## config.mk

```make
export PLATFORM = sky130hd
export DESIGN_NAME = dmem_arbiter
export DESIGN_NICKNAME = d
export VERILOG_FILES = /design/src/rtl/dmem_arbiter.sv
export SDC_FILE = /design/constraint.sdc
export NUM_CORES = 1
export LEC_CHECK = 0
export BUFFER_PORTS_ARGS = -buffer_cell sky130_fd_sc_hd__buf_2
export CELL_PAD_IN_SITES_DETAIL_PLACEMENT = 0
export CELL_PAD_IN_SITES_GLOBAL_PLACEMENT = 1
export CORE_MARGIN = 10
export CORE_UTILIZATION = 16
export CTS_BUF_LIST = sky130_fd_sc_hd__clkbuf_16
export CTS_CLUSTER_DIAMETER = 150
export DETAILED_ROUTE_END_ITERATION = 8
export PLACE_DENSITY = 0.87
export SYNTH_ARGS = -nofsm -noshare
export SYNTH_HDL_FRONTEND = slang
export SYNTH_SLANG_ARGS = --single-unit
```

## constraint.sdc

```tcl
create_clock -name clk -period 2.25 [get_ports clk]
set_input_delay 0.45 -clock clk [delete_from_list [all_inputs] [get_ports clk]]
set_output_delay 0.45 -clock clk [all_outputs]
set_load 0.1 [all_outputs]
```

## src/rtl/dmem_arbiter.sv

```systemverilog
//============================================================================
// Module      : dmem_arbiter
// Description : Round-robin arbiter with bounded locked bursts that shares a
//               single-port data memory between two requesters.
// Revision    : 1.0 - initial release
//============================================================================
`timescale 1ns/1ps
`default_nettype none

module dmem_arbiter #(
    parameter int unsigned MAX_BURST = 4
) (
    input  logic        clk,
    input  logic        rst_n,
    input  logic        m0_req,
    input  logic [31:0] m0_addr,
    input  logic [31:0] m0_wdata,
    input  logic        m0_we,
    input  logic        m0_re,
    input  logic [1:0]  m0_store,
    input  logic        m0_lock,
    output logic        m0_ack,
    output logic [31:0] m0_rdata,
    input  logic        m1_req,
    input  logic [31:0] m1_addr,
    input  logic [31:0] m1_wdata,
    input  logic        m1_we,
    input  logic        m1_re,
    input  logic [1:0]  m1_store,
    input  logic        m1_lock,
    output logic        m1_ack,
    output logic [31:0] m1_rdata,
    output logic [31:0] mem_address,
    output logic [31:0] write_data,
    output logic        mem_read,
    output logic        mem_write,
    output logic [1:0]  store_signal,
    input  logic [31:0] read_data,
    output logic [1:0]  owner
);

    // bcnt value at which a locked owner must release
    localparam logic [3:0] c_burst_last = 4'(MAX_BURST - 1);

    typedef enum logic [1:0] {
        S_IDLE = 2'b00,
        S_OWN0 = 2'b01,
        S_OWN1 = 2'b10
    } state_t;

    state_t      r_state;
    state_t      w_state_nxt;
    logic        r_last;
    logic        w_last_nxt;
    logic [3:0]  r_bcnt;
    logic [3:0]  w_bcnt_nxt;

    logic        w_port;
    logic        w_req;
    logic        w_other_req;
    logic        w_we;
    logic        w_re;
    logic        w_lock;
    logic [31:0] w_addr;
    logic [31:0] w_wdata;
    logic [1:0]  w_store;

    // Owner-side view of the request signals; only meaningful in OWN0/OWN1
    assign w_port      = (r_state == S_OWN1);
    assign w_req       = w_port ? m1_req   : m0_req;
    assign w_other_req = w_port ? m0_req   : m1_req;
    assign w_we        = w_port ? m1_we    : m0_we;
    assign w_re        = w_port ? m1_re    : m0_re;
    assign w_lock      = w_port ? m1_lock  : m0_lock;
    assign w_addr      = w_port ? m1_addr  : m0_addr;
    assign w_wdata     = w_port ? m1_wdata : m0_wdata;
    assign w_store     = w_port ? m1_store : m0_store;

    assign owner = r_state;

    always_ff @(posedge clk or negedge rst_n) begin
        if (!rst_n) begin
            r_state <= S_IDLE;
            r_last  <= 1'b1;
            r_bcnt  <= 4'd0;
        end else begin
            r_state <= w_state_nxt;
            r_last  <= w_last_nxt;
            r_bcnt  <= w_bcnt_nxt;
        end
    end

    always_comb begin
        w_state_nxt  = r_state;
        w_last_nxt   = r_last;
        w_bcnt_nxt   = r_bcnt;
        mem_address  = 32'd0;
        write_data   = 32'd0;
        mem_read     = 1'b0;
        mem_write    = 1'b0;
        store_signal = 2'b00;
        m0_ack       = 1'b0;
        m1_ack       = 1'b0;
        m0_rdata     = 32'd0;
        m1_rdata     = 32'd0;

        case (r_state)
            S_IDLE: begin
                // On a tie, the port not served last wins
                if (m0_req && m1_req) begin
                    w_state_nxt = r_last ? S_OWN0 : S_OWN1;
                end else if (m0_req) begin
                    w_state_nxt = S_OWN0;
                end else if (m1_req) begin
                    w_state_nxt = S_OWN1;
                end
            end

            S_OWN0, S_OWN1: begin
                mem_address  = w_addr;
                write_data   = w_wdata;
                store_signal = w_store;
                mem_write    = w_req & w_we;
                mem_read     = w_req & w_re & ~w_we;
                m0_ack       = w_req & ~w_port;
                m1_ack       = w_req &  w_port;
                m0_rdata     = (w_req & ~w_port) ? read_data : 32'd0;
                m1_rdata     = (w_req &  w_port) ? read_data : 32'd0;

                if (!w_req) begin
                    w_state_nxt = S_IDLE;
                    w_bcnt_nxt  = 4'd0;
                end else begin
                    w_last_nxt = w_port;
                    if (w_lock && (r_bcnt < c_burst_last)) begin
                        w_bcnt_nxt = r_bcnt + 4'd1;
                    end else begin
                        w_bcnt_nxt = 4'd0;
                        if (w_other_req) begin
                            w_state_nxt = w_port ? S_OWN0 : S_OWN1;
                        end else begin
                            w_state_nxt = S_IDLE;
                        end
                    end
                end
            end

            default: begin
                w_state_nxt = S_IDLE;
                w_bcnt_nxt  = 4'd0;
            end
        endcase
    end

endmodule

`default_nettype wire

```

Yosys cells after proc, flatten, opt, wreduce, memory -nomap -nowiden. Cells that the tools add are included. W data, S select, Z words.

Add/subtract/negate cells: 1. $lt $le $gt $ge: 1. Equality and inequality tests: 4. Mux-type cells: 31. Bitwise operators: 7. Reductions and logical operators: 6.

Operator list (number): $mux W32 (8); $mux W2 (10); $mux W1 (9); $mux W4 (2); $pmux W4 S2 (1); $and A1 B1 Y1 (5); $add A4 B1 Y4 const B (1); $lt A4 B2 Y1 const B (1); $ne A4 B4 Y1 const B (1); $pmux W2 S2 (1); $reduce_and A2 Y1 (2); $ne A3 B3 Y1 const B (1); $eq A2 B1 Y1 const B (1); $eq A2 B2 Y1 const B (1); $logic_and A1 B1 Y1 (2); $logic_not A2 Y1 (1); $not A1 Y1 (2); $reduce_or A2 Y1 (1).

Register bits: 7. Input port bits: 174. Logic and storage cells: 53.

Longest topological paths before layout.
Depth after elaboration: 6. Mapped depth: 7. Mapped depth without buffers: 6.

Worst setup path before layout. Ideal clock, no wire load.

Path type: register to output. Start: register r_state[0], in the netlist owner[0]. End: output port mem_address[0]. Data arrival time: 3289 ps. Slack: -1489 ps. Stages on the path, launching flop included: 7. Buffers on the path: 2. Cell sequence: dfrtp_1 inv_1 ha_1 inv_2 clkbuf_1 buf_1 nor2_1.

Longest elaborated chain between the ends: 3.

Ends and longest elaborated chain: start: declaration (line 51) `state_t r_state;`; start signal: assignment (line 87) `r_state <= w_state_nxt;`; $eq A2 B2 Y1 / $eq A2 B1 Y1 (equally long branches) (line 69, 107); $mux W32 / $reduce_or A2 Y1 (equally long branches) (line 75, 107); $mux W32 (*) (line 107) `case (r_state)`; end: declaration (line 33) `output logic [31:0] mem_address,`.

Every way passes the cells marked *; elsewhere a longest branch is shown, timed or not.

Worst setup path after layout.
Start: register r_state[0], in the netlist owner[0]. End: output port m0_rdata[8].

Longest elaborated chain between the ends: 5.

Ends and longest elaborated chain: $eq A2 B2 Y1 (line 69, 107); $mux W1 / $not A1 Y1 (equally long branches) (line 70, 127); $and A1 B1 Y1 (line 127) `m0_rdata = (w_req & ~w_port) ? read_data : 32'd0;`; $mux W32 (line 127); $mux W32 (*) (line 107); end: declaration (line 23) `output logic [31:0] m0_rdata,`.

Marks and branches as above.

==> metrics.txt <==
violated checks=setup timing; Setup CP Type=reg -> out; number of buffers created by CTS=3; worst skew pair latency=0.23 ns; YS warnings=0; Worst Skew=0.0007302 ns; Syn Area/Cell=7.056 um2; GR Overflow Total=0; synthesized area=0.001919 mm2; final hold vios=0; Pre-antenna DRT Iters=4; most frequent cells in the layout=175 x buf_2, 146 x buf_12, 71 x nor2_4; Yosys reg bits=7; setup tns final=-12.97 ns; clock sinks=7; Vias=3,432; largest net degree at the start of global routing=18; Die ar.=0.01678 mm2; Mapped Cells=272; met2 WL=9.928 mm; post-route setup slack=-0.1504 ns; final core occ=0.7041; time the worst path needs with I/O delays and setup=2.400 ns; DRT iter0 DRCs=90; Cell Rows=39; Via density=4.498; status=complete, but fails checks; IO buf count=309; GRT Total Usage=0.1869; flop-to-flop setup slack=0.05 ns; RSZ-0062 raised after global routing=yes; Fillers=736; Final period util=1.067; initial antenna violation count=1; crit path max fanout=17; Clk Tree Root Cell=clkbuf_16; Relative slew margins=0.6657; layout cells sized above 1=0.9482; most common cell after layout, fill and taps aside=buf_2; Worst setup EP type=primary output; Remaining DRCs=0; Worst-Margin Slew=0.5050 ns; Core Region=0.01156 mm2; final wirelength=17.75 mm; Worst Path Arrival=1.95 ns; CP Launch Type=register; sequential cell area fraction in the yosys report=0.09192; Met3 Wirelength=1.658 mm; register area=183.9 um2; met1 WL=5.927 mm; Slew Viols, Final=0; Final #Nets=798; die span in y=129.5 um; Async S/R FF share, synth=1.000; Hold Crit Class=in -> async; Routability Congestion=0.8290; area grow syn2layout=324.3%; H-tree levels=1; Synth Net Count=451; number of synthesized flops with an enable pin=0; Setup Viol. Count Final=134; clock buffer depth=2; clk slew on worst S/H paths=0.04 ns; vias in the first global route=3,961; worst endpoint required time=1.80 ns; initial core utilization=0.1660; first-pass GRT wire length=24.43 mm; max cap viols=0; synth unique cells=31; fmax=0.4166 GHz; Final HPWL DP=12.74 mm; highest metal used=met4; ys flop type=dfrtp_1; Die Wd=129.5 um; Post-DRT Antenna Nets=0; Wirelength per Cell=23.27 um; CTS tree=done; Multi-input gate area=0.003184 mm2; IO Count=310
per-stage QoR:
| stage | instances | hold WS, ns | cell area, um2 | worst slack [ns] |
|---|---|---|---|---|
| 3_5_place_dp | 717 | 0.2894 | 6492 | -0.2367 |
| 5_1_grt | 762 | 0.05400 | 8140 | -0.1911 |
| 6_report | 763 | 0.04514 | 8143 | -0.1504 |
| 4_1_cts | 755 | 0.04709 | 7596 | -0.1303 |
| 3_3_place_gp | 717 | 0.2898 | 6492 | -0.1182 |
| 2_1_floorplan | 272 | 0.1544 | 2868 | -0.1076 |
logic make-up after synthesis:
| group | after synthesis | share of synthesized area |
|---|---|---|
| AOI/OAI and AO/OA | 8 | 0.03259 |
| adders and majority gates | 5 | 0.03259 |
| muxes | 70 | 0.3683 |
| buffers and inverters | 29 | 0.07627 |
| DFF | 7 | 0.09192 |
| and+or+nand+nor | 153 | 0.3983 |
area by class of cell:
cell class                 instances  share of cell area
timing repair buffer             358              0.5469
clock buffer                       3            0.009219
sequential                         7             0.02259
antenna                            2           0.0006146
clock inverter                     1           0.0006146
inverter                           6            0.005685
tap                              143             0.02197
multi-input combinational        242              0.3911
timing repair inverter             1            0.001383
final timing paths:
path / endpoint / cells after the start / startpoint
worst max register to register: owner[1] / 8 / owner[1]
worst min register to register: r_bcnt[2] / 1 / r_bcnt[2]
max in group asynchronous: r_last / 1 / rst_n
worst min-delay path: r_bcnt[2] / 1 / rst_n
worst max-delay path: m0_rdata[8] / 8 / owner[0]
min in group clk: r_bcnt[2] / 1 / r_bcnt[2]
per-layer routing:
| layer | track usage | vias up |
|---|---|---|
| li1 | - | 1631 |
| met1 | 0.1920 | 1591 |
| met2 | 0.3614 | 192 |
| met3 | 0.06158 | 18 |
| met4 | 0.03571 | 0 |
| met5 | 0 | - |
synthesized netlist by cell type (all sizes together) (2+ instances only):
cell,n,share of area
and2,66,0.22
and3,2,0.0065
buf,16,0.051
clkbuf,7,0.014
dfrtp,6,0.078
ha,5,0.033
inv,6,0.012
mux2,2,0.014
mux2i,68,0.35
nand2,6,0.012
nor2,73,0.14
o22ai,2,0.0098
registers in the layout, summed over array words and instances (netlist names):
| register | cells |
|---|---|
| r_bcnt | 4 |
| owner | 2 |
| r_last | 1 |
worst max-delay path: stages (launching register included):
cell and delay, ns:
dfrtp_4 0.50, inv_6 0.10, ha_4 0.14, mux2_4 0.33, nand2_4 0.12, nor2_4 0.05
buf_12 0.14, and2_4 0.17, buf_12 0.16
timing repair:
action / CTS / global route
gates cloned: 15 / 4
resized for setup: 115 / 64
setup endpoints to repair: 134 / 135
hold buffers: 0 / 0
buffers inserted: 21 / 4
pin swaps: 63 / 34
Power is not shown: default switching activity piles up to over one toggle a cycle in this logic, so the estimate is an artifact.
